$ cat src/rtl/encoder_frame_sched.sv
// Frame-granular round-robin scheduler sharing one FEC encoder between two message FIFOs.
// A granted channel streams a whole frame through a 2-entry skid buffer before the next grant.
module encoder_frame_sched #(
  parameter int unsigned DATA_WIDTH = 32,
  parameter int unsigned FRAME_LEN  = 16,
  parameter int unsigned CNT_WIDTH  = 16
) (
  input  logic                  clk,
  input  logic                  rst_n,
  input  logic                  sched_en,
  input  logic                  ch0_empty,
  output logic                  ch0_rd_en,
  input  logic [DATA_WIDTH-1:0] ch0_rd_data,
  input  logic                  ch0_rd_valid,
  input  logic                  ch1_empty,
  output logic                  ch1_rd_en,
  input  logic [DATA_WIDTH-1:0] ch1_rd_data,
  input  logic                  ch1_rd_valid,
  output logic                  enc_valid,
  input  logic                  enc_ready,
  output logic [DATA_WIDTH-1:0] enc_data,
  output logic                  enc_chan,
  output logic                  enc_sof,
  output logic                  enc_eof,
  output logic                  busy,
  output logic [CNT_WIDTH-1:0]  frames0_cnt,
  output logic [CNT_WIDTH-1:0]  frames1_cnt
);

  localparam int unsigned IDX_W = $clog2(FRAME_LEN + 1);
  localparam logic [IDX_W-1:0] LAST_IDX = IDX_W'(FRAME_LEN - 1);
  localparam logic [IDX_W-1:0] FULL_IDX = IDX_W'(FRAME_LEN);

  typedef enum logic [1:0] {
    IDLE  = 2'd0,
    XFER  = 2'd1,
    DRAIN = 2'd2
  } state_e;

  typedef struct packed {
    logic [DATA_WIDTH-1:0] data;
    logic                  sof;
    logic                  eof;
    logic                  chan;
  } entry_t;

  state_e               state_q;
  logic                 cur_chan_q;
  logic                 last_grant_q;
  logic                 inflight_q;
  logic [IDX_W-1:0]     issued_q;
  logic [IDX_W-1:0]     rcv_q;
  logic [1:0]           occ_q;
  entry_t               skid_q [2];
  logic [CNT_WIDTH-1:0] frames0_q;
  logic [CNT_WIDTH-1:0] frames1_q;

  logic   accept;
  logic   cur_empty;
  logic   cur_valid;
  logic   room;
  logic   rd_en;
  logic   push;
  logic   gnt_req;
  logic   gnt_chan;
  entry_t push_word;

  // Pop gating: never let buffered plus in-flight words exceed the skid depth.
  always_comb begin
    accept         = (occ_q != 2'd0) && enc_ready;
    cur_empty      = cur_chan_q ? ch1_empty : ch0_empty;
    cur_valid      = cur_chan_q ? ch1_rd_valid : ch0_rd_valid;
    room           = (3'(occ_q) + 3'(inflight_q)) < (3'd2 + 3'(accept));
    rd_en          = (state_q == XFER) && !cur_empty && (issued_q < FULL_IDX) && room;
    push           = inflight_q && cur_valid;
    push_word.data = cur_chan_q ? ch1_rd_data : ch0_rd_data;
    push_word.sof  = (rcv_q == '0);
    push_word.eof  = (rcv_q == LAST_IDX);
    push_word.chan = cur_chan_q;
    gnt_req        = sched_en && !(ch0_empty && ch1_empty);
    gnt_chan       = (!ch0_empty && !ch1_empty) ? !last_grant_q : ch0_empty;
  end

  always_ff @(posedge clk or negedge rst_n) begin
    if (!rst_n) begin
      state_q      <= IDLE;
      cur_chan_q   <= 1'b0;
      last_grant_q <= 1'b1;
      inflight_q   <= 1'b0;
      issued_q     <= '0;
      rcv_q        <= '0;
      occ_q        <= 2'd0;
      skid_q[0]    <= '0;
      skid_q[1]    <= '0;
      frames0_q    <= '0;
      frames1_q    <= '0;
    end else begin
      inflight_q <= rd_en;
      if (rd_en) issued_q <= issued_q + IDX_W'(1);
      if (push)  rcv_q    <= rcv_q + IDX_W'(1);

      // Skid buffer: entry 0 is the head presented to the encoder.
      case ({push, accept})
        2'b10: begin
          skid_q[occ_q[0]] <= push_word;
          occ_q            <= occ_q + 2'd1;
        end
        2'b01: begin
          skid_q[0] <= skid_q[1];
          occ_q     <= occ_q - 2'd1;
        end
        2'b11: begin
          if (occ_q == 2'd1) begin
            skid_q[0] <= push_word;
          end else begin
            skid_q[0] <= skid_q[1];
            skid_q[1] <= push_word;
          end
        end
        default: ;
      endcase

      case (state_q)
        IDLE: begin
          if (gnt_req) begin
            cur_chan_q <= gnt_chan;
            issued_q   <= '0;
            rcv_q      <= '0;
            state_q    <= XFER;
          end
        end
        XFER: begin
          if (rd_en && (issued_q == LAST_IDX)) state_q <= DRAIN;
        end
        DRAIN: begin
          if (accept && skid_q[0].eof) begin
            last_grant_q <= cur_chan_q;
            if (cur_chan_q) frames1_q <= frames1_q + CNT_WIDTH'(1);
            else            frames0_q <= frames0_q + CNT_WIDTH'(1);
            state_q <= IDLE;
          end
        end
        default: state_q <= IDLE;
      endcase
    end
  end

  assign ch0_rd_en   = rd_en && !cur_chan_q;
  assign ch1_rd_en   = rd_en && cur_chan_q;
  assign enc_valid   = (occ_q != 2'd0);
  assign enc_data    = skid_q[0].data;
  assign enc_sof     = skid_q[0].sof;
  assign enc_eof     = skid_q[0].eof;
  assign enc_chan    = skid_q[0].chan;
  assign busy        = (state_q != IDLE);
  assign frames0_cnt = frames0_q;
  assign frames1_cnt = frames1_q;

endmodule

$ cat config.mk
export PLATFORM = sky130hd
export DESIGN_NAME = encoder_frame_sched
export DESIGN_NICKNAME = d
export VERILOG_FILES = /design/src/rtl/encoder_frame_sched.sv
export SDC_FILE = /design/constraint.sdc
export NUM_CORES = 1
export LEC_CHECK = 0
export ABC_AREA = 1
export CAP_MARGIN = 20
export CORE_MARGIN = 3
export CORE_UTILIZATION = 45
export DETAILED_ROUTE_END_ITERATION = 10
export DONT_BUFFER_PORTS = 1
export GPL_ROUTABILITY_DRIVEN = 0
export PLACE_DENSITY = 0.59
export REMOVE_ABC_BUFFERS = 1
export SYNTH_ARGS = -nofsm -noshare
export SYNTH_HDL_FRONTEND = slang
export SYNTH_SLANG_ARGS = --single-unit
$ cat constraint.sdc
create_clock -name clk -period 3.9 [get_ports clk]
set_input_delay 0.78 -clock clk [delete_from_list [all_inputs] [get_ports clk]]
set_output_delay 0.78 -clock clk [all_outputs]
set_load 0.02 [all_outputs]
# Word-level counts from Yosys, hierarchy flattened
# Index checks and enable logic that the tools add are counted.
[totals] ff_bits=119 latch_bits=0 mem_bits_rw=0 romBits=0 output_inout_bits=71 word_cells=97 mem_count=0
[op_classes] add_sub_neg=8 mul=0 div_mod_pow=0 n_lt_le_gt_ge=4 n_eq_ne=12 shift=0 muxes=22 bitwise=2 reduce_logical=32
[ops] cell="$mux 35" n=3
[ops] cell="$pmux 35 s3" n=1
[ops] cell="$bwmux 70" n=1
[ops] cell="$pmux 35 s2" n=1
[ops] cell="$demux 35 s1" n=1
[ops] cell="$add 16x1->16 const B" n=2
[ops] cell="$mux 32" n=1
[ops] cell="$mux 5" n=6
[ops] cell="$logic_and 1x1->1" n=13
[ops] cell="$add 5x1->5 const B" n=2
[ops] cell="$eq 5x4->1 const B" n=2
[ops] cell="$reduce_and 3->1" n=3
[ops] cell="$reduce_bool 2->1" n=4
[ops] cell="$eq 2x1->1 const B" n=3
[ops] cell="$eq 2x2->1 const B" n=3
[ops] cell="$logic_not 1->1" n=6
[ops] cell="$mux 2" n=3
[ops] cell="$ne 2x2->1 const B" n=3
[ops] cell="$pmux 2 s3" n=1
[ops] cell="$reduce_and 2->1" n=3
[ops] cell="$logic_not 5->1" n=1
[ops] cell="$lt 5x5->1 const B" n=1
[ops] cell="$pmux 2 s2" n=1
[ops] cell="$add 2x1->3" n=1
[ops] cell="other kinds (12)" n=14

# Depth between registers and ports, before layout
[depth] ltp_word=8 depth_mapped=12 mapped_depth_nobuf=11

# Worst setup path after synthesis
# No wires, ideal clock.
[synth_timing] kind="register to output" from="reg occ_q[0]" to="out ch0_rd_en" arrival_ns=1.605 path_slack_ns=1.515 stages_incl_launch_ff=8 n_path_buf=0 path_cell_list="dfrtp_1 -> inv_1 -> ha_1 -> inv_2 -> nand2_1 -> o21ai_1 -> nand2_2 -> nor2_1"
[synth_between] elab_chain_len=6 elab_cells_between_ends=7
[synth_lines] element="start: declaration" line_no="53" source="logic [1:0] occ_q;"
[synth_lines] element="start signal: assignment" line_no="106" source="occ_q <= occ_q + 2'd1;"
[synth_lines] element="start signal: assignment" line_no="110" source="occ_q <= occ_q - 2'd1;"
[synth_lines] element="$reduce_bool 2->1"
[synth_lines] element="net enc_valid" line_no="19" source="output logic enc_valid,"
[synth_lines] element="$logic_and 1x1->1" line_no="70" source="accept = (occ_q != 2'd0) && enc_ready;"
[synth_lines] element="$add 2x1->3" line_no="73" source="room = (3'(occ_q) + 3'(inflight_q)) < (3'd2 + 3'(accept));"
[synth_lines] element="$lt 3x3->1" line_no="73"
[synth_lines] element="$logic_and 1x1->1" line_no="74" source="rd_en = (state_q == XFER) && !cur_empty && (issued_q < FULL_IDX) && room;"
[synth_lines] element="$logic_and 1x1->1" line_no="148" source="assign ch0_rd_en = rd_en && !cur_chan_q;"
[synth_lines] element="end: declaration" line_no="12" source="output logic ch0_rd_en,"
# The timed path passes the listed nets, and every way through them passes these cells.

# Final worst setup path
[layout_timing] from="reg cur_chan_q" to="out ch0_rd_en"
[layout_between] elab_chain_len=6 elab_cells_between_ends=7
[layout_lines] element="start: declaration" line_no="48" source="logic cur_chan_q;"
[layout_lines] element="start signal: assignment" line_no="126" source="cur_chan_q <= gnt_chan;"
[layout_lines] element="$mux 1" line_no="71" source="cur_empty = cur_chan_q ? ch1_empty : ch0_empty;"
[layout_lines] element="$logic_not 1->1" line_no="74"
[layout_lines] element="$logic_and 1x1->1 (3 in series)" line_no="74"
[layout_lines] element="$logic_and 1x1->1 (*)" line_no="148"
# Mark *: on every way between the ends. The rest lies on a longest branch, timed or not.

==> metrics.log <==
[metrics] worst-path fanout max: 39
[metrics] setup repair after global routing missed its margin: no
[metrics] number of global-route vias before repair: 5145
[metrics] hold-fix buffer count after cts: 0
[metrics] worst slew slack as a fraction of its limit: 47.2%
[metrics] CP max-delay cell: sky130_fd_sc_hd__dfrtp_2
[metrics] Worst Clk Skew: 0.00567 ns
[metrics] reported max-cap violation count: 0
[metrics] clk sinks: 119
[metrics] HPWL reported at the end of detailed placement: 10300 µm
[metrics] cells traversed along the worst timing path: inv_2 -> buf_4 -> nand2_1 -> nand2_1 -> nor2_2 -> nand2_2 -> nor2_1
[metrics] data arrival at the endpoint of the critical path: 2.35 ns
[metrics] effective utilization at floorplan: 46.9%
[metrics] mean cell area of the mapped netlist: 7.83 µm²
[metrics] first-pass GRT wire length: 26100 µm
[metrics] initial antenna violation count: 0
[metrics] clock tree from TritonCTS: built
[metrics] fraction of final layout cells sized beyond drive strength 1: 7.16%
[metrics] antenna diode instance count: 0
[metrics] area of the die: 15500 µm²
[metrics] overflow left after global routing: 0
[metrics] mapped cell area: 6300 µm²
[metrics] count of H-tree levels built during CTS: 4
[metrics] final design area excluding fillers: 6750 µm²
[metrics] count of buffers added by post-CTS timing repair for setup: 0
[metrics] type of the tightest min-delay check: input pin to asynchronous set/reset pin
[metrics] cell area after placement: 6180 µm²
[metrics] Worst-Skew Late Latency: 0.41 ns
[metrics] DRC marker count from the first detailed-route iteration: 449
[metrics] outcome: finished clean
[metrics] I/O pin count: 143
[metrics] fraction of the yosys area taken by sequential cells: 47.3%
[metrics] startpoint type of the worst setup path: register
[metrics] average routed wire per standard cell: 16.3 µm
[metrics] Post-DRT Antenna Nets: 0
[metrics] Core Area: 13500 µm²
[metrics] sum of negative setup slack: 0 ns
[metrics] number of fillers in the final layout: 1307
[metrics] Rows: 42
[metrics] Clock Tree Root: sky130_fd_sc_hd__clkbuf_16
[metrics] Worst Setup End Kind: primary output
[metrics] critical path start-end classification: register to primary output
[metrics] max-slew violation count: 0
[metrics] DR DRC count: 0
[metrics] most common library cells after synthesis: sky130_fd_sc_hd__nand2_1 (247), sky130_fd_sc_hd__nor2_1 (123), sky130_fd_sc_hd__dfrtp_1 (118), sky130_fd_sc_hd__a21oi_1 (75), sky130_fd_sc_hd__inv_1 (41)
[metrics] maximum number of pins on one net before global-route repair: 120
[metrics] global-route total usage across every layer: 20.8%
[metrics] clk slew on worst S/H paths: 0.06 ns
[metrics] Cell Pwr Density: 827 nW/µm²
[metrics] leakage dissipation: 3.19 nW
[metrics] Min Clock Period, post-route: 3.13 ns
[metrics] critical path's top delay family: simple AND/OR/NAND/NOR gates
[metrics] number of hold-slack violations in the final timing report: 0
[metrics] Max stage delay on crit path: 0.74 ns
[metrics] Reg2Reg Setup Slack: 1.02 ns
[metrics] top cells by area in the synthesized netlist: sky130_fd_sc_hd__dfrtp_1 (47%), sky130_fd_sc_hd__nand2_1 (15%), sky130_fd_sc_hd__nor2_1 (7.3%)
[metrics] cell total after placement: 926
[metrics] overall die height: 124 µm
[metrics] Fmax: 0.319 GHz
[metrics] number of cells in the finished layout apart from fillers: 958
[metrics] DR vias: 5127
[metrics] Worst Path Buf+Inv: 2
[metrics] share of the synthesized area in the top cell type: 46.8%
[metrics] area leader, netlist: sky130_fd_sc_hd__dfrtp_1
[metrics] cell with the most instances after synthesis: sky130_fd_sc_hd__nand2_1
[metrics] nets: 856
[metrics] Peak supply drop: 375 µV
[metrics] required time worst endpoint: 3.12 ns
[metrics] Worst-Margin Slew: 0.790 ns
[metrics] Cell variety after synth: 29
[metrics] final wirelength: 15700 µm
[metrics] number of register bits inferred by synthesis: 119
[metrics] synthesis warning total: 0
[metrics] Die X-Extent: 124 µm
[metrics] first-pass detailed-route iteration total: 6
[metrics] number of flops mapped to enable cells by yosys: 0
[metrics] PostCTS Resize Cnt: 0
[metrics] most frequent cell on the critical path: sky130_fd_sc_hd__nand2_1
[metrics] CTS buffer count: 17
[metrics] number of input and output port buffers inserted: 0
[metrics] relative area change from synthesis to final layout: 7.01%
[metrics] pre-CTS setup slack: 1.02 ns
[metrics] maximum clock insertion buffer count: 2
[metrics] Setup Viol. Count Final: 0
[metrics] most used flip-flop cell after synthesis: sky130_fd_sc_hd__dfrtp_1
[metrics] worst hold slack: 0.0582 ns
[metrics] asr flop ratio synth: 100%
[metrics] number of instances in the synthesized netlist: 805
[metrics] via density per instance: 5.35
[metrics] post-route fraction of the period consumed by the critical path: 80.4%
[metrics] minimum setup slack in the final design: 0.765 ns
## final cells by class
cell class                 count  area (µm²)  area share (%)
sequential                   119        2980            44.2
multi-input combinational    580        2760            40.8
clock buffer                  22         464            6.88
tap                          176         220            3.26
inverter                      46         173            2.56
clock inverter                10         103            1.52
timing repair buffer           5        50.0           0.742
## power by group
| group | switching, mW | total, mW | leakage [nW] | internal [mW] |
|---|---|---|---|---|
| combinational | 1.16 | 1.76 | 1.47 | 0.596 |
| sequential | 0.604 | 2.30 | 1.43 | 1.70 |
| clock | 0.551 | 1.52 | 0.283 | 0.965 |
## layer usage
layer | share of wire, % | wire, µm | track usage, %
met5 | 0 | 0 | 0
met4 | 1.1 | 174 | 7.93
met3 | 10 | 1590 | 8.23
met2 | 45 | 7050 | 31.2
met1 | 44 | 6840 | 27.2
## through the flow
stage	util, %	power [mW]
after floorplan	-	3.52
after global placement	45.9	4.01
after detailed placement	45.9	4.08
after CTS	50.1	5.61
after global routing	50.1	6.02
final	50.1	5.58
## cell families after synthesis
| kind of cell | after synthesis | share of synthesized area (%) |
|---|---|---|
| AO/OA/AOI/OAI | 128 | 11.0 |
| flip-flops | 119 | 47.3 |
| XOR/XNOR | 20 | 2.78 |
| buffers and inverters | 106 | 9.03 |
| AND/OR/NAND/NOR | 416 | 26.7 |
| adder cells (fa/ha/maj) | 15 | 2.98 |
| multiplexers | 1 | 0.179 |
## layout by cell type, fill, tap and decap left out, drive strengths merged
cell type  synthesis  layout
nand2            252     252
nor2             127     127
dfrtp            118     118
a21oi             76      76
inv               46      46
a31oi             32      32
clkbuf             3      22
o21ai             20      20
nand3             18      18
ha                15      15
xnor2             14      14
nand4             13      13
clkinv             0       7
xor2               6       6
buf               57       5
nor3               3       3
nand3b             2       2
bufinv             0       2
mux2               1       1
or2                1       1
clkinvlp           0       1
dfstp              1       1
## final timing paths
| path | depth (start not counted) | endpoint | startpoint |
|---|---|---|---|
| setup / recovery | 7 | ch0_rd_en | cur_chan_q |
| hold / removal | 0 | enc_data[7] | rst_n |
| setup reg to reg | 11 | skid_q[4] | cur_chan_q |
| hold reg to reg | 2 | last_grant_q | last_grant_q |
| max in group asynchronous | 0 | last_grant_q | rst_n |
| min in group clk | 2 | last_grant_q | last_grant_q |
## worst reg2reg max path: cells and delay by family (launching register included)
| family | cells | cell delay [ns] |
|---|---|---|
| compound gates | 2 | 0.29 |
| fa+ha+maj | 1 | 0.21 |
| buf+inv | 3 | 0.47 |
| flops | 1 | 0.74 |
| simple gates | 5 | 1.09 |
## registers in the layout, summed over array words and instances (netlist names)
signal / cells
frames0_cnt: 16
cur_chan_q: 1
frames1_cnt: 16
rcv_q: 5
inflight_q: 1
issued_q: 5
occ_q: 2
enc_chan: 1
skid_q: 35
enc_eof: 1
enc_sof: 1
last_grant_q: 1
enc_data: 32
state_q: 2
No activity file was read; power rests on OpenSTA's default activity.
